$ cat config.mk
export PLATFORM = sky130hd
export DESIGN_NAME = alu_issue
export DESIGN_NICKNAME = d
export VERILOG_FILES = /design/src/rtl/alu_issue_pkg.sv /design/src/rtl/alu_issue_dec.sv /design/src/rtl/alu_issue.sv
export SDC_FILE = /design/constraint.sdc
export NUM_CORES = 1
export LEC_CHECK = 0
export CAP_MARGIN = 30
export CORE_UTILIZATION = 30
export CTS_BUF_LIST = sky130_fd_sc_hd__clkbuf_8
export CTS_CLUSTER_SIZE = 12
export DETAILED_ROUTE_END_ITERATION = 7
export DONT_BUFFER_PORTS = 1
export HOLD_SLACK_MARGIN = 0.15
export PLACE_DENSITY = 0.42
export SETUP_SLACK_MARGIN = 0.1
export SLEW_MARGIN = 15
export SYNTH_ARGS = -nofsm -noshare
export SYNTH_HDL_FRONTEND = slang
export SYNTH_HIERARCHICAL = 1
export SYNTH_SLANG_ARGS = --single-unit
$ cat constraint.sdc
create_clock -name clk -period 6.06 [get_ports clk]
set_input_delay 1.818 -clock clk [delete_from_list [all_inputs] [get_ports clk]]
set_output_delay 1.818 -clock clk [all_outputs]
set_load 0.05 [all_outputs]
$ cat src/rtl/alu_issue_pkg.sv
// Shared opcodes, ALU function codes, flag bit positions and the decoded-op / EX-stage
// records used by alu_issue and alu_issue_dec.
package alu_issue_pkg;
   localparam logic [3:0] OP_ADD    = 4'b0000;
   localparam logic [3:0] OP_PADDSB = 4'b0001;
   localparam logic [3:0] OP_SUB    = 4'b0010;
   localparam logic [3:0] OP_AND    = 4'b0011;
   localparam logic [3:0] OP_NOR    = 4'b0100;
   localparam logic [3:0] OP_SLL    = 4'b0101;
   localparam logic [3:0] OP_SRL    = 4'b0110;
   localparam logic [3:0] OP_SRA    = 4'b0111;
   localparam logic [3:0] OP_LW     = 4'b1000;
   localparam logic [3:0] OP_SW     = 4'b1001;
   localparam logic [3:0] OP_LLB    = 4'b1011;

   typedef enum logic [2:0] {
      FUNC_ADD, FUNC_PADDSB, FUNC_SUB, FUNC_AND, FUNC_NOR, FUNC_SLL, FUNC_SRL, FUNC_SRA
   } func_e;

   localparam int FLAG_V = 2;
   localparam int FLAG_Z = 1;
   localparam int FLAG_N = 0;

   typedef enum logic [1:0] {SRC1_REG, SRC1_IMM4, SRC1_IMM8, SRC1_ZERO} src1_sel_e;

   typedef struct packed {
      func_e       func;
      logic        paddsb;
      logic        llb;
      logic [3:0]  shamt;
      logic [3:0]  rd;
      logic        we;
      logic        mem_rd;
      logic        mem_wr;
      logic        use0;
      logic        use1;
      logic        src0_zero;
      src1_sel_e   src1_sel;
      logic        upd_vn;
      logic        upd_z;
   } dec_t;

   typedef struct packed {
      logic [15:0] src0;
      logic [15:0] src1;
      logic [3:0]  shamt;
      func_e       func;
      logic        paddsb;
      logic        llb;
      logic [3:0]  rd;
      logic        we;
      logic        mem_rd;
      logic        mem_wr;
      logic [15:0] st_data;
      logic        upd_vn;
      logic        upd_z;
   } ex_t;

   function automatic logic [15:0] sext4(input logic [3:0] v);
      return {{12{v[3]}}, v};
   endfunction

   function automatic logic [15:0] sext8(input logic [7:0] v);
      return {{8{v[7]}}, v};
   endfunction
endpackage

$ cat src/rtl/alu_issue_dec.sv
// Combinational instruction decode: register-file read addresses plus the control
// record that the issue stage captures into EX.
module alu_issue_dec
   import alu_issue_pkg::*;
(
   input  logic [15:0] instr_i,
   output logic [3:0]  rf_addr0_o,
   output logic [3:0]  rf_addr1_o,
   output dec_t        dec_o
);
   logic [3:0] opcode;
   assign opcode = instr_i[15:12];

   always_comb begin
      dec_o           = '0;
      dec_o.rd        = instr_i[11:8];
      dec_o.src0_zero = 1'b1;
      dec_o.src1_sel  = SRC1_ZERO;
      rf_addr0_o      = instr_i[7:4];
      rf_addr1_o      = instr_i[3:0];
      case (opcode)
         OP_ADD, OP_PADDSB, OP_SUB, OP_AND, OP_NOR, OP_SLL, OP_SRL, OP_SRA: begin
            dec_o.func      = func_e'(opcode[2:0]);
            dec_o.paddsb    = (opcode == OP_PADDSB);
            dec_o.shamt     = (opcode inside {OP_SLL, OP_SRL, OP_SRA}) ? instr_i[3:0] : 4'd0;
            dec_o.we        = 1'b1;
            dec_o.use0      = 1'b1;
            dec_o.use1      = 1'b1;
            dec_o.src0_zero = 1'b0;
            dec_o.src1_sel  = SRC1_REG;
            dec_o.upd_vn    = (opcode inside {OP_ADD, OP_PADDSB, OP_SUB});
            dec_o.upd_z     = 1'b1;
         end
         OP_LW: begin
            dec_o.we        = 1'b1;
            dec_o.mem_rd    = 1'b1;
            dec_o.use0      = 1'b1;
            dec_o.src0_zero = 1'b0;
            dec_o.src1_sel  = SRC1_IMM4;
         end
         OP_SW: begin
            // Store data comes through read port 1, so it reads rd instead of rt.
            rf_addr1_o      = instr_i[11:8];
            dec_o.mem_wr    = 1'b1;
            dec_o.use0      = 1'b1;
            dec_o.use1      = 1'b1;
            dec_o.src0_zero = 1'b0;
            dec_o.src1_sel  = SRC1_IMM4;
         end
         OP_LLB: begin
            dec_o.llb       = 1'b1;
            dec_o.we        = 1'b1;
            dec_o.src1_sel  = SRC1_IMM8;
         end
         default: ;
      endcase
   end
endmodule

$ cat src/rtl/alu_issue.sv
// ALU issue stage: single EX register with valid/ready handshakes, RAW hazard stall and
// {V,Z,N} flag register. Define ALU_ISSUE_FWD_EN to bypass alu_dst into operands.
module alu_issue
   import alu_issue_pkg::*;
(
   input  logic        clk,
   input  logic        rst_n,
   input  logic [15:0] in_instr,
   input  logic        in_vld,
   output logic        in_rdy,
   output logic [3:0]  rf_addr0,
   output logic [3:0]  rf_addr1,
   input  logic [15:0] rf_data0,
   input  logic [15:0] rf_data1,
   output logic [15:0] src0,
   output logic [15:0] src1,
   output logic [3:0]  shamt,
   output logic [2:0]  func,
   output logic        paddsb,
   output logic        llb,
   output logic        ex_vld,
   input  logic        ex_rdy,
   output logic [3:0]  ex_rd,
   output logic        ex_we,
   output logic        ex_mem_rd,
   output logic        ex_mem_wr,
   output logic [15:0] ex_st_data,
   input  logic [15:0] alu_dst,
   input  logic        alu_ov,
   input  logic        alu_zr,
   input  logic        alu_neg,
   input  logic        flush,
   output logic [2:0]  flags
);
   dec_t        dec;
   ex_t         ex_q, ex_d;
   logic        ex_vld_q, ex_vld_d;
   logic [2:0]  flags_q, flags_d;
   logic        wr_pending, match0, match1, fwd0, fwd1, hazard_stall, load, retire;
   logic [15:0] op0, op1;

   alu_issue_dec u_dec (
      .instr_i    (in_instr),
      .rf_addr0_o (rf_addr0),
      .rf_addr1_o (rf_addr1),
      .dec_o      (dec)
   );

   assign wr_pending = ex_vld_q && ex_q.we && (ex_q.rd != 4'd0);
   assign match0     = wr_pending && dec.use0 && (rf_addr0 == ex_q.rd);
   assign match1     = wr_pending && dec.use1 && (rf_addr1 == ex_q.rd);

`ifdef ALU_ISSUE_FWD_EN
   // A load's data is not on alu_dst, so only load-use still has to wait.
   assign fwd0         = match0 && !ex_q.mem_rd;
   assign fwd1         = match1 && !ex_q.mem_rd;
   assign hazard_stall = (match0 || match1) && ex_q.mem_rd;
`else
   assign fwd0         = 1'b0;
   assign fwd1         = 1'b0;
   assign hazard_stall = match0 || match1;
`endif

   assign in_rdy = (!ex_vld_q || ex_rdy) && !hazard_stall;
   assign load   = in_vld && in_rdy;
   assign retire = ex_vld_q && ex_rdy && !flush;
   assign op0    = fwd0 ? alu_dst : rf_data0;
   assign op1    = fwd1 ? alu_dst : rf_data1;

   always_comb begin
      ex_vld_d = ex_vld_q;
      ex_d     = ex_q;
      flags_d  = flags_q;
      if (retire) begin
         if (ex_q.upd_vn) begin
            flags_d[FLAG_V] = alu_ov;
            flags_d[FLAG_Z] = alu_zr;
            flags_d[FLAG_N] = alu_neg;
         end else if (ex_q.upd_z) begin
            flags_d[FLAG_Z] = alu_zr;
         end
      end
      if (ex_vld_q && ex_rdy) ex_vld_d = 1'b0;
      if (flush) begin
         ex_vld_d = 1'b0;
      end else if (load) begin
         ex_vld_d     = 1'b1;
         ex_d.src0    = dec.src0_zero ? 16'd0 : op0;
         case (dec.src1_sel)
            SRC1_REG:  ex_d.src1 = op1;
            SRC1_IMM4: ex_d.src1 = sext4(in_instr[3:0]);
            SRC1_IMM8: ex_d.src1 = sext8(in_instr[7:0]);
            default:   ex_d.src1 = 16'd0;
         endcase
         ex_d.shamt   = dec.shamt;
         ex_d.func    = dec.func;
         ex_d.paddsb  = dec.paddsb;
         ex_d.llb     = dec.llb;
         ex_d.rd      = dec.rd;
         ex_d.we      = dec.we;
         ex_d.mem_rd  = dec.mem_rd;
         ex_d.mem_wr  = dec.mem_wr;
         ex_d.st_data = dec.mem_wr ? op1 : 16'd0;
         ex_d.upd_vn  = dec.upd_vn;
         ex_d.upd_z   = dec.upd_z;
      end
   end

   always_ff @(posedge clk) begin
      if (!rst_n) begin
         ex_vld_q <= 1'b0;
         ex_q     <= '0;
         flags_q  <= 3'b000;
      end else begin
         ex_vld_q <= ex_vld_d;
         ex_q     <= ex_d;
         flags_q  <= flags_d;
      end
   end

   assign ex_vld     = ex_vld_q;
   assign src0       = ex_q.src0;
   assign src1       = ex_q.src1;
   assign shamt      = ex_q.shamt;
   assign func       = ex_q.func;
   assign paddsb     = ex_q.paddsb;
   assign llb        = ex_q.llb;
   assign ex_rd      = ex_q.rd;
   assign ex_we      = ex_q.we;
   assign ex_mem_rd  = ex_q.mem_rd;
   assign ex_mem_wr  = ex_q.mem_wr;
   assign ex_st_data = ex_q.st_data;
   assign flags      = flags_q;
endmodule

==> key figures, run 1 <==
Clocking
  – TritonCTS clock tree: built
  – Clock Path Buffers: 2
  – Clk sink count: 70
  – Skew-Pair Late Insertion Delay: about 0.36 ns
  – Clk root buf: clkbuf_8
  – Clock slew at reported path FFs: around 0.08 ns
  – Post-CTS Setup Inserts: 0
  – Cts bufs inserted: 9
  – H-tree lvl count: 3
  – CTS Hold Bufs: 0
  – Post-cts repair resize count: 0

Setup path
  – Worst setup SP type: primary input
  – Worst path bufs/invs: 1
  – Crit Path Max Fanout: 12
  – Slowest stage delay, CP: roughly 0.51 ns
  – CP Capture Type: primary output
  – R2r endpoint: ex_st_data[13]$_SDFFE_PN0P_
  – Worst r2r src: ex_rd[0]$_SDFFE_PN0P_
  – R2r setup slk: approximately 3.5 ns
  – Worst r2r path cells: 5
  – Worst-path cell chain: nor4bb_4 -> mux2_4 -> xor2_1 -> nor3_1 -> nand4_1 -> nand2_1 -> nor2_1 -> buf_4
  – CP Data Arrival Time: about 3.8 ns
  – Setup Crit Path Kind: primary input to primary output
  – Required @ worst endpoint: around 4.2 ns
  – CP max stage cell: nor4bb_4
  – Top Family by Delay on Critical Path: simple AND/OR/NAND/NOR gates

Placement
  – Dpl hpwl: 6.69 mm
  – Place WS: around 0.43 ns
  – # port buffers: 0
  – Dpl cell area: 0.00353 mm^2
  – Placed instance count: approximately 540
  – Global placement routability congestion: approximately 0.73

Synth
  – Yosys cell types: 32
  – Async set or reset register ratio after synthesis: 0%
  – Share of the synthesized area in the top cell type: a little over a third
  – Synth area leader: dfxtp_1
  – Register area share after synthesis: 35.0%
  – Post-synth EDFFs: 0
  – Yosys reg bits: 70
  – Syn Nets: 533
  – Mapped cell area: approximately 0.0040 mm^2
  – Synth area leaders: dfxtp_1 35%, mux2i_1 19%, buf_4 13%
  – Warnings from Yosys: 6
  – Synth Area per Inst: 8.69 um^2
  – Main flop type after synthesis: dfxtp_1
  – Synth Instances: about 460

Pwr
  – Leak pwr: 1.42 nW
  – Power Internal: ~0.84 mW
  – Final Power: roughly 1.1 mW
  – Clk pwr share: 45.1%
  – Sw Ratio: around 26%
  – Psw: roughly 0.3 mW
  – Comb pwr share: 7.9%
  – Register share of total power: a little under half
  – Peak VDD IR: around 0.11 mV
  – Power per cell area: about 300 mW/mm^2

Timing
  – Unrepaired setup endpoints after global routing: no
  – Final Cycle Share: between 90% and 100%
  – Final Hold Viols: 0
  – Fin worst setup slack: around 0.44 ns
  – Setup Skew: 0.00902 ns
  – Worst rel slew slack: 38.1%
  – Setup_tns: 0 ns
  – Hold WS: about 0.47 ns
  – # setup viols final: 0
  – Final Slew Violations: 0
  – Fmax: between 150 and 200 MHz
  – Slew @ Worst Pin: ~0.93 ns
  – Period minus WS final: ~5.6 ns

Global routing
  – Grt ovf: 0
  – First-pass GRT wire length: approximately 15 mm
  – Pin count of the biggest net entering global routing: ~140
  – GRT Overall Usage: 14.0%
  – Initial antenna violation count: 0
  – Vias in the first global route: between 2000 and 2500

Floorplan
  – Die Span X: approximately 120 um
  – DIE AREA: approximately 0.014 mm^2
  – Rows: 41
  – Core footprint: ~0.013 mm^2
  – DIE HEIGHT: 118 um
  – Initial Util: 31.2%
  – I/O pin count: between 100 and 150

Route
  – Initial DRC Count: ~110
  – Routed vias: approximately 2500
  – Routed WL: roughly 9.5 mm
  – DR vias/cell: 4.50
  – Drt drc: 0
  – Drt wl/cell: approximately 17 um
  – Antenna viol nets, final: 0
  – DR pass1 iterations: 4

Finish
  – Leading cell type in the layout, fill and taps excluded: nand2_1
  – Antenna diodes: 0
  – P&R area growth vs syn: -5.13%
  – Design area: roughly 0.0038 mm^2
  – Layout cells sized above 1: roughly 7%
  – Final cell count without fillers: 553
  – Most frequent cells in the layout: 103 x nand2_1, 74 x mux2i_1, 70 x dfxtp_1
  – Final net count: approximately 450
  – Layout Utilization: 29.6%

Hold path
  – Worst hold path type: register to register
  – Worst hold path depth: 2
  – Worst hold path endpoint: ex_q[0]$_SDFFE_PN0P_
  – Worst Min Path Start: ex_q[0]$_SDFFE_PN0P_

Job
  – Max Cap Violations: 0

Run status
  – Run status: completed
## logic make-up (layout without fill, tap and decap cells)
logic type	Yosys count	count (layout)	share of synthesized area, %
muxes	78	78	20.0
buffers and inverters	102	22	18.5
AOI/OAI and AO/OA	26	26	3.53
and+or+nand+nor	176	176	21.0
DFF	70	70	35.0
xor gates and xnor gates	9	9	1.97
## final cells by class
| type | count | area, um^2 |
|---|---|---|
| tap | 172 | 215 |
| inverter | 4 | 15.0 |
| clock inverter | 6 | 133 |
| clock buffer | 10 | 138 |
| sequential | 70 | 1400 |
| multi-input combinational | 289 | 1880 |
| fill | 1399 | 9030 |
| timing repair buffer | 2 | 15.0 |
## per-layer routing
layer	global-route usage, %	part of all wire (%)	up-vias
li1	-	-	1287
met2	20.3	43	86
met5	0	0	-
met3	6.54	10	13
met1	17.5	46	1102
met4	6.49	1.7	0
## tightest hold or removal path, stage by stage, from the launching register on
cell     delay [ns]
dfxtp_1        0.32
nand2_1        0.05
mux2i_1        0.05
## cells in the mapped netlist (3+ instances only)
master,number
buf_4,69
o21ai_0,20
nand3_1,18
nand2b_1,3
inv_1,4
nand2_1,103
dfxtp_1,70
nor3b_1,6
xor2_1,7
clkbuf_1,20
buf_12,5
and2_1,9
nor2_1,6
nor2b_1,5
nand3b_1,16
mux2_4,4
mux2i_1,74
nor3_1,3
## state kept, by name, summed over array words and instances, names as in the netlist
register    count
ex_mem_rd       1
ex_mem_wr       1
ex_q            2
ex_rd           4
ex_st_data     16
ex_vld          1
ex_we           1
flags           3
func            3
llb             1
paddsb          1
shamt           4
src0           16
src1           16
## power by group through the flow
stage	clock network (mW)	registers, mW	logic [mW]
after floorplan	0	0.495	0.170
after global placement	0	0.545	0.0895
after detailed placement	0	0.545	0.0907
after CTS	0.533	0.534	0.0908
after global routing	0.553	0.536	0.0992
final	0.512	0.534	0.0893
## worst max-delay path by stage
stage	startpoint	end	slack, ns	depth (start not counted)
after global routing	in_instr[15]	in_rdy	0.37	8
after global placement	in_instr[15]	in_rdy	0.43	8
final	in_instr[15]	in_rdy	0.44	8
after detailed placement	in_instr[15]	in_rdy	0.43	8
after floorplan	in_instr[13]	in_rdy	0.42	9
after CTS	in_instr[15]	in_rdy	0.43	8
Power figures use the tool's default switching activity.
==> inputs of run 2 (changes only) <==
SKIP_LAST_GASP = 1   (was default)
==> results of run 2 <==
Same layout as run 1: the final DEF is identical, and so are final timing and power.
==> inputs of run 3 (changes only) <==
CORE_MARGIN = 2   (was default)
CORE_UTILIZATION = 60   (was 30)
PLACE_DENSITY = 0.74   (was 0.42)
==> key figures, run 3 (synthesis results as in run 1) <==
Run status
  – Run status: completed

Placement
  – Dpl hpwl: 5.70 mm (-15%)
  – Place WS: 0.513 ns (+0.0857 ns)
  – Dpl cell area: 0.00343 mm^2 (-2.8%)
  – Placed instance count: 445 (-17%)
  – Global placement routability congestion: 0.882 (+21%)
  – # port buffers: 0 (unchanged)

Hold path
  – Worst hold path type: register to register

Timing
  – Final Hold Viols: 0 (unchanged)
  – Final Cycle Share: 92.0% (-0.75 points)
  – Unrepaired setup endpoints after global routing: no
  – Fin worst setup slack: 0.484 ns (+0.0454 ns)
  – Final Slew Violations: 0 (unchanged)
  – Setup Skew: 0.0136 ns (+0.00458 ns)
  – # setup viols final: 0 (unchanged)
  – Period minus WS final: 5.58 ns (-0.0454 ns)
  – Slew @ Worst Pin: 0.726 ns (-0.203 ns)
  – Setup_tns: 0 ns (unchanged)
  – Fmax: 179 MHz (+0.82%)
  – Hold WS: 0.459 ns (-0.00805 ns)
  – Worst rel slew slack: 51.6% (+13 points)

Finish
  – P&R area growth vs syn: -7.62%
  – Layout cells sized above 1: 7.29% (+0.47 points)
  – Fillcell total: 603 (-57%)
  – Leading cell type in the layout, fill and taps excluded: nand2_1
  – Most frequent cells in the layout: 103 x nand2_1, 74 x mux2i_1, 70 x dfxtp_1
  – Final cell count without fillers: 461 (-17%)
  – Antenna diodes: 0 (unchanged)
  – Layout Utilization: 57.9% (+28 points)
  – Design area: 0.00370 mm^2 (-2.6%)
  – Final net count: 451 (+0.67%)

Clocking
  – Clock Path Buffers: 2 (unchanged)
  – Post-cts repair resize count: 0 (unchanged)
  – Cts bufs inserted: 9 (unchanged)
  – H-tree lvl count: 3 (unchanged)
  – Clock slew at reported path FFs: 0.07 ns (about the same)
  – Clk sink count: 70 (unchanged)
  – Clk root buf: clkbuf_8
  – TritonCTS clock tree: built
  – Skew-Pair Late Insertion Delay: 0.34 ns (-0.02 ns)
  – CTS Hold Bufs: 0 (unchanged)
  – Post-CTS Setup Inserts: 0 (unchanged)

Floorplan
  – Rows: 29 (-29%)
  – DIE HEIGHT: 85.7 um (-27%)
  – Initial Util: 62.7% (+31 points)
  – I/O pin count: 149 (unchanged)
  – DIE AREA: 0.00734 mm^2 (-47%)
  – Core footprint: 0.00639 mm^2 (-50%)
  – Die Span X: 85.7 um (-27%)

Setup path
  – Crit Path Max Fanout: 9 (-3)
  – Required @ worst endpoint: 4.24 ns (about the same)
  – CP Data Arrival Time: 3.76 ns (-0.04 ns)
  – Setup Crit Path Kind: primary input to primary output
  – CP Capture Type: primary output
  – Worst setup SP type: primary input

Route
  – DR pass1 iterations: 4 (unchanged)
  – Antenna viol nets, final: 0 (unchanged)
  – Initial DRC Count: 165 (+54%)
  – DR vias/cell: 5.50 (+22%)
  – Routed WL: 7.75 mm (-18%)
  – Drt wl/cell: 16.8 um (-2.0%)
  – Drt drc: 0 (unchanged)
  – Routed vias: 2534 (+1.8%)

Pwr
  – Leak pwr: 1.44 nW (+1.6%)
  – Peak VDD IR: 0.225 mV (+110%)
  – Final Power: 1.12 mW (-1.3%)
  – Power per cell area: 303 mW/mm^2 (+1.4%)

Job
  – Max Cap Violations: 0 (unchanged)

Global routing
  – Initial antenna violation count: 0 (unchanged)
  – First-pass GRT wire length: 12.3 mm (-17%)
  – Pin count of the biggest net entering global routing: 137 (unchanged)
  – Grt ovf: 0 (unchanged)
  – Vias in the first global route: 2438 (-1.1%)
  – GRT Overall Usage: 21.4% (+7.4 points)
[run 3: layer usage]
metal / track usage, % / vias to the layer above / part of all wire, %
met1: 26.4 / 1129 / 44
met5: 0 / - / 0
met2: 33.5 / 98 / 45
met4: 9.38 / 0 / 1.8
li1: - / 1294 / -
met3: 7.89 / 13 / 9.6
[run 3: area by class of cell]
type / instances / area, um^2 / share of cell area, %
timing repair buffer: 5 / 37.5 / 1.01
inverter: 4 / 15.0 / 0.406
clock inverter: 6 / 133 / 3.59
sequential: 70 / 1400 / 37.9
tap: 77 / 96.3 / 2.60
multi-input combinational: 289 / 1880 / 50.8
clock buffer: 10 / 138 / 3.72
[run 3: critical path, cell delays in order]
cell,delay [ns]
nor4bb_4,0.29
buf_4,0.24
mux2_4,0.41
xor2_1,0.16
nor3_1,0.22
nand4_1,0.26
nand2_1,0.13
nor2_1,0.05
buf_4,0.19
[run 3: path summary, 6_finish.rpt]
check	slack, ns	startpoint	cells after the start	to
setup reg to reg	3.52	ex_rd[0]$_SDFFE_PN0P_	6	ex_rd[2]$_SDFFE_PN0P_
setup / recovery	0.48	in_instr[13]	9	in_rdy
hold reg to reg	0.46	ex_q[0]$_SDFFE_PN0P_	2	ex_q[0]$_SDFFE_PN0P_
hold / removal	0.46	ex_q[0]$_SDFFE_PN0P_	2	ex_q[0]$_SDFFE_PN0P_
[run 3: report_power, final]
group | total, mW | switching, mW | internal (mW) | leakage [nW]
logic | 0.0878 | 0.0472 | 0.0406 | 0.732
clock network | 0.499 | 0.173 | 0.326 | 0.138
registers | 0.533 | 0.0590 | 0.474 | 0.568
total | 1.12 | 0.279 | 0.841 | 1.44
